File: config.mk
export PLATFORM = sky130hd
export DESIGN_NAME = rm_stream_framer
export DESIGN_NICKNAME = d
export VERILOG_FILES = /design/src/rtl/rm_stream_framer.sv
export SDC_FILE = /design/constraint.sdc
export NUM_CORES = 1
export LEC_CHECK = 0
export CAP_MARGIN = 20
export CORE_ASPECT_RATIO = 0.6
export CORE_MARGIN = 2
export CORE_UTILIZATION = 40
export CTS_CLUSTER_DIAMETER = 80
export DETAILED_ROUTE_END_ITERATION = 10
export GPL_TIMING_DRIVEN = 0
export HOLD_SLACK_MARGIN = 0.12
export PLACE_DENSITY = 0.72
export SLEW_MARGIN = 15
export SYNTH_ARGS = -nofsm -noshare
export SYNTH_HDL_FRONTEND = slang
export SYNTH_SLANG_ARGS = --single-unit
export TNS_END_PERCENT = 30
File: constraint.sdc
create_clock -name clk -period 6.2 [get_ports clk]
set_input_delay 1.24 -clock clk [delete_from_list [all_inputs] [get_ports clk]]
set_output_delay 1.24 -clock clk [all_outputs]
set_load 0.1 [all_outputs]
File: src/rtl/rm_stream_framer.sv
// rm_stream_framer: cuts a raw accelerator stream into fixed-length AXI-Stream
// frames. It inserts TLAST and masks TKEEP on the final beat, and flags upstream
// TLAST that arrives early. Beats leave through a 2-entry skid buffer, so
// m_axis_TREADY never reaches s_axis_tready combinationally.
module rm_stream_framer #(
  parameter int DATA_W = 128,
  parameter int KEEP_W = 16,
  parameter int LEN_W  = 24,
  parameter int DEST_W = 8
) (
  input  logic              clk,
  input  logic              reset,
  input  logic              cfg_enable,
  input  logic [LEN_W-1:0]  cfg_frame_bytes,
  input  logic [DEST_W-1:0] cfg_tdest,
  input  logic [DATA_W-1:0] s_axis_tdata,
  input  logic [KEEP_W-1:0] s_axis_tkeep,
  input  logic              s_axis_tlast,
  input  logic              s_axis_tvalid,
  output logic              s_axis_tready,
  output logic [DATA_W-1:0] m_axis_TDATA,
  output logic [KEEP_W-1:0] m_axis_TKEEP,
  output logic              m_axis_TLAST,
  output logic [DEST_W-1:0] m_axis_TUSER,
  output logic [DEST_W-1:0] m_axis_TID,
  output logic [DEST_W-1:0] m_axis_TDEST,
  output logic              m_axis_TVALID,
  input  logic              m_axis_TREADY,
  output logic [31:0]       frame_count,
  output logic              early_last_err,
  output logic              busy
);
  localparam int KB = $clog2(KEEP_W);

  typedef struct packed {
    logic [DATA_W-1:0] data;
    logic [KEEP_W-1:0] keep;
    logic              last;
    logic [DEST_W-1:0] dest;
  } beat_t;

  typedef enum logic {IDLE, ACTIVE} state_t;

  state_t            state, state_n;
  logic [LEN_W-1:0]  rem, rem_n;
  logic [KEEP_W-1:0] mask_q, mask_n;
  logic [DEST_W-1:0] tdest_q, tdest_n;
  logic              pass_q, pass_n;
  logic              err_set;
  beat_t             nxt;
  beat_t             ent0, ent1;
  logic [1:0]        cnt, cnt_n;
  logic              accept, pop;

  // Frame geometry derived from the live config; only used at a frame start.
  logic [LEN_W:0]    bytes_rnd;
  logic [LEN_W-1:0]  beats;
  logic [KB-1:0]     tail;
  logic [KEEP_W-1:0] start_mask;

  assign accept    = s_axis_tvalid && s_axis_tready;
  assign pop       = m_axis_TVALID && m_axis_TREADY;
  assign bytes_rnd = {1'b0, cfg_frame_bytes} + (LEN_W+1)'(KEEP_W - 1);
  assign beats     = LEN_W'(bytes_rnd >> KB);
  assign tail      = cfg_frame_bytes[KB-1:0];
  assign cnt_n     = cnt + {1'b0, accept} - {1'b0, pop};

  // Byte mask for the last beat: all ones when the length is a whole number of beats.
  always_comb begin
    start_mask = '0;
    for (int i = 0; i < KEEP_W; i++)
      start_mask[i] = (tail == '0) || (i < int'(tail));
  end

  // Framing decision for the beat being accepted this cycle.
  always_comb begin
    state_n   = state;
    rem_n     = rem;
    mask_n    = mask_q;
    tdest_n   = tdest_q;
    pass_n    = pass_q;
    err_set   = 1'b0;
    nxt.data  = s_axis_tdata;
    nxt.keep  = s_axis_tkeep;
    nxt.last  = 1'b0;
    nxt.dest  = tdest_q;
    if (accept) begin
      case (state)
        IDLE: begin
          tdest_n  = cfg_tdest;
          nxt.dest = cfg_tdest;
          mask_n   = start_mask;
          pass_n   = (cfg_frame_bytes == '0);
          if (cfg_frame_bytes == '0) begin
            nxt.last = s_axis_tlast;
            if (!s_axis_tlast) state_n = ACTIVE;
          end else if (beats == LEN_W'(1)) begin
            nxt.last = 1'b1;
            nxt.keep = s_axis_tkeep & start_mask;
          end else if (s_axis_tlast) begin
            nxt.last = 1'b1;
            err_set  = 1'b1;
          end else begin
            state_n = ACTIVE;
            rem_n   = beats - LEN_W'(1);
          end
        end
        ACTIVE: begin
          if (pass_q) begin
            nxt.last = s_axis_tlast;
            if (s_axis_tlast) state_n = IDLE;
          end else if (rem == LEN_W'(1)) begin
            nxt.last = 1'b1;
            nxt.keep = s_axis_tkeep & mask_q;
            state_n  = IDLE;
          end else if (s_axis_tlast) begin
            nxt.last = 1'b1;
            err_set  = 1'b1;
            state_n  = IDLE;
          end else begin
            rem_n = rem - LEN_W'(1);
          end
        end
        default: state_n = IDLE;
      endcase
    end
  end

  // Framer state, per-frame latches and sticky error.
  always_ff @(posedge clk) begin
    if (reset) begin
      state          <= IDLE;
      rem            <= '0;
      mask_q         <= '0;
      tdest_q        <= '0;
      pass_q         <= 1'b0;
      early_last_err <= 1'b0;
    end else begin
      state   <= state_n;
      rem     <= rem_n;
      mask_q  <= mask_n;
      tdest_q <= tdest_n;
      pass_q  <= pass_n;
      if (err_set) early_last_err <= 1'b1;
    end
  end

  // Skid buffer: ent0 is the head, new beats land in the first free slot after a pop.
  always_ff @(posedge clk) begin
    if (reset) begin
      ent0          <= '0;
      ent1          <= '0;
      cnt           <= '0;
      s_axis_tready <= 1'b0;
    end else begin
      if (pop) ent0 <= ent1;
      if (accept) begin
        if ((cnt - {1'b0, pop}) == 2'd0) ent0 <= nxt;
        else                              ent1 <= nxt;
      end
      cnt           <= cnt_n;
      s_axis_tready <= (cnt_n != 2'd2) && ((state_n == ACTIVE) || cfg_enable);
    end
  end

  // Completed-frame counter, wraps naturally at 32 bits.
  always_ff @(posedge clk) begin
    if (reset)                   frame_count <= '0;
    else if (pop && ent0.last)   frame_count <= frame_count + 32'd1;
  end

  assign m_axis_TVALID = (cnt != 2'd0);
  assign m_axis_TDATA  = ent0.data;
  assign m_axis_TKEEP  = ent0.keep;
  assign m_axis_TLAST  = ent0.last;
  assign m_axis_TDEST  = ent0.dest;
  assign m_axis_TUSER  = '0;
  assign m_axis_TID    = '0;
  assign busy          = (state == ACTIVE) || (cnt != 2'd0);

endmodule

# Word-level counts from Yosys, hierarchy flattened
# Cells that the tools add are included.
# totals
regBits,392
# classes
addsub,7
n_lt_le_gt_ge,15
eq_ne,9
muxes,34
bitwise,4
reduce_logical,28
# ops
cell,n
153-bit 2-to-1 mux,3
24-bit 2-to-1 mux,6
16-bit 2-to-1 mux,4
24-bit one-hot mux with 2 select lines,1
17-bit one-hot mux with 2 select lines,1
"32-bit by 1-bit adder with 32-bit output, second input constant",1
16-bit bitwise AND,2
"4-bit less-than comparator, first input constant",7
"24-bit by 4-bit adder with 25-bit output, second input constant",1
"24-bit by 1-bit == test with 1-bit output, second input constant",1
24-bit zero test,1
"24-bit by 1-bit subtractor with 24-bit output, second input constant",1
"21-bit by 1-bit subtractor with 22-bit output, second input constant",1
"21-bit by 1-bit == test with 1-bit output, second input constant",1
1-bit logical OR,17
"3-bit by 4-bit less-than comparator with 1-bit output, first input constant",4
1-bit 2-to-1 mux,16
"2-bit != test, second input constant",7
"1-bit by 4-bit less-than comparator with 1-bit output, first input constant",2
"2-bit by 4-bit less-than comparator with 1-bit output, first input constant",2
8-bit 2-to-1 mux,1
7-bit AND reduction,1
1-bit logical AND,4
4-bit zero test,1
other kinds (7),11

# Logic depth before layout (Yosys ltp)
# Gate-level depths: netlist of the first run.
# depth
word_depth,8
depth_mapped,12
depth_no_buf,10

# Worst setup path before layout of the first run
# OpenSTA, ideal clock, no wires.
# synth_path
kind,input -> register
from,in cfg_frame_bytes[3]
to,reg rem[10]
setup_ns,0.114
arrival_ns,3.525
t_required_ns,6.086
path_slack_ns,2.561
path_stages,10
cell_sequence,buf_4 > o41a_1 > nor2_1 > inv_1 > ha_1 > or4_1 > o32ai_1 > xor2_1 > a22o_1 > a21o_1
# synth_between
elab_chain_cells,6
elab_cells_between_ends,11
classes_between,2 x add/sub; 3 x eq/ne; 4 x mux; 2 x reduce/logical
# synth_rtl
element,line,source
"start, declared",14,"input logic [LEN_W-1:0] cfg_frame_bytes,"
24-bit by 4-bit adder with 25-bit output,63,"assign bytes_rnd = {1'b0, cfg_frame_bytes} + (LEN_W+1)'(KEEP_W - 1);"
21-bit by 1-bit subtractor with 22-bit output,105,rem_n = beats - LEN_W'(1);
24-bit 2-to-1 mux,100,end else if (s_axis_tlast) begin
24-bit 2-to-1 mux,97,end else if (beats == LEN_W'(1)) begin
24-bit 2-to-1 mux,94,if (cfg_frame_bytes == '0) begin
24-bit one-hot mux with 2 select lines,88,case (state)
"end signal, assigned",140,rem <= rem_n;
"end, declared",45,"logic [LEN_W-1:0] rem, rem_n;"
# Several ways; a longest one is shown, not always the timed one. The select of a mux whose other input is x is not followed.
# A chain may end at the register's enable or synchronous reset.

# Final worst setup path of the first run
# layout_path
from,in m_axis_TREADY
to,reg s_axis_tready
# layout_between
elab_chain_cells,4
# layout_rtl
element,line,source
"start, declared",28,"input logic m_axis_TREADY,"
1-bit logical AND,62,assign pop = m_axis_TVALID && m_axis_TREADY;
2-bit by 1-bit subtractor with 2-bit output,66,"assign cnt_n = cnt + {1'b0, accept} - {1'b0, pop};"
2-bit != test,162,s_axis_tready <= (cnt_n != 2'd2) && ((state_n == ACTIVE) || cfg_enable);
1-bit logical AND,162,
"end signal, assigned",162,
"end, declared",20,"output logic s_axis_tready,"
# No other way between the ends.

==> results of run 1 <==
-- per-stage QoR --
step	power, µW	setup WS [ns]	cell area, µm²
4_1_cts	8800	1.50	22900
5_1_grt	9100	1.34	22900
3_5_place_dp	6280	0.948	21500
6_report	8800	1.44	22900
2_1_floorplan	5310	2.56	17100
3_3_place_gp	6250	0.964	21500
-- flip-flops by register name (all words and copies together), names as in the netlist --
| name | count |
|---|---|
| ent1 | 153 |
| m_axis_TDATA | 128 |
| frame_count | 32 |
| rem | 24 |
| m_axis_TKEEP | 16 |
| mask_q | 16 |
| m_axis_TDEST | 8 |
| tdest_q | 8 |
| cnt | 2 |
| early_last_err | 1 |
| m_axis_TLAST | 1 |
| pass_q | 1 |
| s_axis_tready | 1 |
| state | 1 |
-- cell families after synthesis --
| family | count (synthesis) | share of synthesized area |
|---|---|---|
| compound gates | 509 | 0.200 |
| xor+xnor | 42 | 0.0215 |
| fa+ha+maj | 7 | 0.00513 |
| buf+inv | 207 | 0.0505 |
| flops | 392 | 0.460 |
| mux | 12 | 0.00711 |
| other cells | 1 | 0.000220 |
| simple gates | 1026 | 0.256 |
-- path summary, 6_finish.rpt --
check / cells past startpoint / start / to / slack, ns
setup reg to reg: 12 / cnt[1] / s_axis_tready / 2.23
hold reg to reg: 2 / ent1[14] / ent1[14] / 0.46
setup / recovery: 13 / m_axis_TREADY / s_axis_tready / 1.44
hold / removal: 2 / ent1[14] / ent1[14] / 0.46
-- cell usage in the layout, fill, tap and decap left out, types with 24 or more instances in the layout --
master | Yosys | final
a211oi_1 | 59 | 59
a21oi_1 | 223 | 223
a311oi_1 | 129 | 129
clkbuf_1 | 158 | 166
clkbuf_16 | 0 | 41
clkdlybuf4s50_1 | 0 | 366
dfxtp_1 | 392 | 392
nand2_1 | 639 | 639
nand3_1 | 25 | 25
nor2_1 | 232 | 232
nor3_1 | 24 | 24
o21ai_0 | 31 | 31
xor2_1 | 30 | 30
-- metal layers --
layer	wire length [µm]	GRT usage	up-vias
met2	27200	0.414	944
met5	0	0	-
met1	28400	0.387	8577
met4	2430	0.104	0
li1	-	-	8437
met3	5950	0.0598	124
-- tightest hold or removal path, cell delays in order, from the launching register on --
cell     delay (ns)
dfxtp_1        0.31
nand2_1        0.05
a21oi_1        0.05
-- report_power, final --
part,internal [µW],switching [µW],total (µW)
logic,761,2530,3290
registers,2800,184,2980
clock network,1490,1040,2530
total,5050,3750,8800
-- cell type report --
class / count / area, µm² / area share
Multi-Input combinational cell: 1612 / 8420 / 0.368
Sequential cell: 392 / 7850 / 0.343
Timing Repair Buffer: 368 / 3680 / 0.161
Clock buffer: 58 / 1180 / 0.0515
Buffer: 190 / 798 / 0.0349
Tap cell: 570 / 713 / 0.0311
Clock inverter: 12 / 170 / 0.00743
Inverter: 17 / 63.8 / 0.00279
Antenna cell: 10 / 25.0 / 0.00109
==> results.ini, run 1 <==
[drt]
wl_mm=64.0
first_pass_iters=7
routed_via_density=5.60
avgRoutedWirePerCell_um=19.8
drc=0
drt-initial-drc-count=2091
ant_nets=0
vias=18082

[clocking]
cts_buffers=39
hold_buffers=0
cts_buffer_depth=3
cts_htree_levels=2
clkLatencyLatePin_ns=0.54
cts_resized=0
cts_tree=done
clock-root-buffer=clkbuf_16
path_clk_slew_ns=0.07
cts_post_setup_buffers_inserted=0
clock_sinks=392

[timing]
final_max_slew_viol_count=0
relSlewSlack=0.237
period_share=0.768
hold_viol_final=0
setup-tns-final_ns=0
worstMarginPinSlew_ns=1.14
fin_skew_ns=0.0138
setup_viol=0
hold_slack_ns=0.456
rsz0062_at_grt=no
min_period_ns=4.76
fmax_mhz=210

[floorplanning]
dieArea_mm2=0.0444
start_util=0.406
core-area_mm2=0.0420
dieWidth_um=271
rows=58
num_io_pins=387
die_y_um=164

[synth]
synth_area_leader_cell=dfxtp_1
synth_seq_cells=392
ys.warnings.count=0
yosysUniqueCellTypes=70
synth_edf_count=0
synth.most_common_cell=nand2_1
netlist_area_mm2=0.0171
synth_area_leaders=dfxtp_1 46%, nand2_1 14%, a311oi_1 6.6%
synthArstFlopShare=0
netlist_top_cells_count=639 x nand2_1, 392 x dfxtp_1, 232 x nor2_1, 223 x a21oi_1, 158 x clkbuf_1
yosysTopAreaCellShare=0.460
synth-main-ff-cell=dfxtp_1
ys_seq_area_frac=0.460
syn-instance-count=2196
synth_area_per_cell_um2=7.77

[critical_path]
crit_family=buffers and inverters
critPathBufInv=6
slowest_delay_ns=0.73
path_class=in2reg
cp-end-kind=flop
crit_arrival_ns=5.21
crit_path_top_delay_cell=clkbuf_1
path_cells=clkdlybuf4s50_1 -> o21ai_0 -> clkbuf_1 -> inv_1 -> clkbuf_1 -> clkbuf_1 -> ha_1 -> inv_1 -> ha_1 -> xor2_1 -> xnor2_1 -> nor2_1 -> a211oi_1
crit_top_cell=clkbuf_1
cp-start-kind=input port
cp_max_fo=10
cp.required_ns=6.65

[final_layout]
area_delta_synth_final_pct=34.1
fillers=3821
drive_gt1_frac=0.0434
nets=2809
stdcell_count=3229
utilization=0.545

[placement]
place_congestion=0.959
dp_hpwl_mm=47.6
port_buffers=366
dp.cells=3148

[grt]
track_usage=0.276
grt_pass1_wl_mm=97.0
grt_pass1_vias=17027
antenna_found_initial=10
overflow=0
grt_max_degree=16

[power_and_ir_drop]
power_density_mw_per_mm2=384
ir_drop_mv=0.206
leakagePower_uw=0.00759

[worst_hold_path]
hold_class=reg2reg

[job]
maxCapViolations=0

[run_status]
status=completed

(Power assumes the default switching activity.)
==> run 2: changes to the inputs <==
--- a/config.mk
+++ b/config.mk
@@ -13,7 +13,7 @@
 export DETAILED_ROUTE_END_ITERATION = 10
 export GPL_TIMING_DRIVEN = 0
 export HOLD_SLACK_MARGIN = 0.12
-export PLACE_DENSITY = 0.72
+export PLACE_DENSITY = 0.74
 export SLEW_MARGIN = 15
 export SYNTH_ARGS = -nofsm -noshare
 export SYNTH_HDL_FRONTEND = slang
==> constraint.sdc (replaced) <==
create_clock -name clk -period 4 [get_ports clk]
set_input_delay 0.8 -clock clk [delete_from_list [all_inputs] [get_ports clk]]
set_output_delay 0.8 -clock clk [all_outputs]
set_load 0.1 [all_outputs]
==> results.ini, run 2 (same netlist as run 1, synthesis figures left out) <==
[run_status]
status=completed  ; unchanged

[grt]
antenna_found_initial=12  ; was 10
grt_pass1_vias=16970  ; about the same
grt_max_degree=15  ; was 16
grt_pass1_wl_mm=95.9  ; was 97.0 mm
overflow=0  ; unchanged
track_usage=0.273  ; was 0.276

[critical_path]
crit_arrival_ns=4.22  ; was 5.21 ns
critPathLaunch=cfg_frame_bytes[1]  ; was m_axis_TREADY
reg2reg_from=cnt[1]  ; unchanged
cp-start-kind=input port  ; unchanged
path_class=in2reg  ; unchanged
cp.required_ns=4.43  ; was 6.65 ns
cp_max_fo=10  ; unchanged
cp-end-kind=flop  ; unchanged

[final_layout]
drive_gt1_frac=0.0409  ; was 0.0434
utilization=0.541  ; was 0.545
final_cell_area_mm2=0.0227  ; was 0.0229 mm²
nets=2805  ; was 2809
stdcell_count=3222  ; was 3229
largest_reg_flops=153  ; unchanged
top_register=ent1  ; unchanged
final_cell_mix=639 x nand2_1, 392 x dfxtp_1, 365 x clkdlybuf4s50_1, 231 x nor2_1, 223 x a21oi_1  ; was 639 x nand2_1, 392 x dfxtp_1, 366 x clkdlybuf4s50_1, 232 x nor2_1, 223 x a21oi_1
area_delta_synth_final_pct=33.2  ; was 34.1%
final_common_cell=nand2_1  ; unchanged

[floorplanning]
num_io_pins=387  ; unchanged
rows=58  ; unchanged
core-area_mm2=0.0420  ; unchanged
dieWidth_um=271  ; unchanged
die_y_um=164  ; unchanged
dieArea_mm2=0.0444  ; unchanged
start_util=0.406  ; unchanged

[timing]
hold_viol_final=0  ; unchanged
final_max_slew_viol_count=0  ; unchanged
rsz0062_at_grt=no  ; unchanged
min_period_ns=3.79
setup_viol=0  ; unchanged
fmax_mhz=264
fin_skew_ns=0.0150  ; was 0.0138 ns
hold_slack_ns=0.455  ; was 0.456 ns
period_share=0.947
worstMarginPinSlew_ns=1.17  ; was 1.14 ns
relSlewSlack=0.218  ; was 0.237

[power_and_ir_drop]
leakagePower_uw=0.00752  ; was 0.00759 µW
ir_drop_mv=0.310  ; was 0.206 mV
totalPowerFinal_uw=13300  ; was 8800 µW
power_density_mw_per_mm2=584  ; was 384 mW/mm²

[placement]
dp_hpwl_mm=47.2  ; was 47.6 mm
dp.cells=3147  ; was 3148
post_dp_cell_area_mm2=0.0215  ; about the same
port_buffers=366  ; unchanged
place_congestion=0.952  ; was 0.959

[clocking]
clkLatencyLatePin_ns=0.53  ; was 0.54 ns
cts_tree=done  ; unchanged
clock_sinks=392  ; unchanged
clock-root-buffer=clkbuf_16  ; unchanged
cts_buffers=38  ; was 39
path_clk_slew_ns=0.07  ; about the same
cts_buffer_depth=3  ; unchanged
cts_htree_levels=2  ; unchanged

[drt]
wl_mm=62.9  ; was 64.0 mm
drc=0  ; unchanged
ant_nets=0  ; unchanged
first_pass_iters=6  ; was 7
drt-initial-drc-count=1949  ; was 2091
avgRoutedWirePerCell_um=19.5  ; was 19.8 µm
vias=18047  ; was 18.1k
routed_via_density=5.60  ; about the same

[worst_hold_path]
hold_class=reg2reg  ; unchanged
hold_start=ent1[68]  ; was ent1[14]

[job]
maxCapViolations=0  ; unchanged

## run 2: cell count changes in the layout (fill, tap and decap cells not counted), moves of 2 or more
cell / delta
bufinv_16: -4
clkbuf_1: +2
clkbuf_2: +2
clkinv_2: -2
## run 2: metal layers
metal	routed length (µm)	vias up	track usage
met5	27	-	0
met4	2420	4	0.113
met3	5860	137	0.0602
met2	27000	912	0.408
met1	27600	8557	0.380
li1	-	8437	-
## run 2: what timing repair did
item / 4_1_cts / 5_1_grt
pin swaps: 0 / 0
setup buffers: 0 / 0
endpoints found under the setup margin: 3 / 2
resized for setup: 2 / 4
hold buffers: 0 / 0
## run 2: report_power, final
part / leakage [µW] / switching (µW) / internal, µW
sequential: 0.00318 / 290 / 4340
clock: 0.000594 / 1540 / 2020
combinational: 0.00374 / 3920 / 1170
total: 0.00752 / 5750 / 7540
## run 2: final cells by class
cell class | instances | area (µm²)
clock inverter | 4 | 23.8
clock buffer | 62 | 1180
timing repair buffer | 366 | 3660
sequential | 392 | 7850
buffer | 189 | 802
antenna | 10 | 25.0
inverter | 17 | 63.8
multi-input combinational | 1612 | 8430
tap | 570 | 713
fill | 3815 | 19300
## run 2: path summary, 6_finish.rpt
kind                   end  slack, ns  cells after the start
max                rem[10]       0.21                     12
min               ent1[68]       0.46                      2
max reg2reg  s_axis_tready       0.64                     11
min reg2reg       ent1[68]       0.46                      2
## run 2: metrics by stage
step	TNS (ns)	setup slack (ns)
after global routing	0	0.119
after CTS	0	0.0653
after floorplan	0	0.801
after detailed placement	-2.27	-0.725
final	0	0.210
after global placement	-22.16	-0.673
## run 2: critical path, cell delays in order
cell,delay [ns]
clkdlybuf4s50_1,0.64
clkbuf_1,0.41
or4_1,0.25
nor2_1,0.05
nor2_1,0.16
inv_1,0.10
ha_1,0.30
or4_1,0.64
o32ai_1,0.33
xor2_1,0.15
a22o_1,0.21
a21o_1,0.17
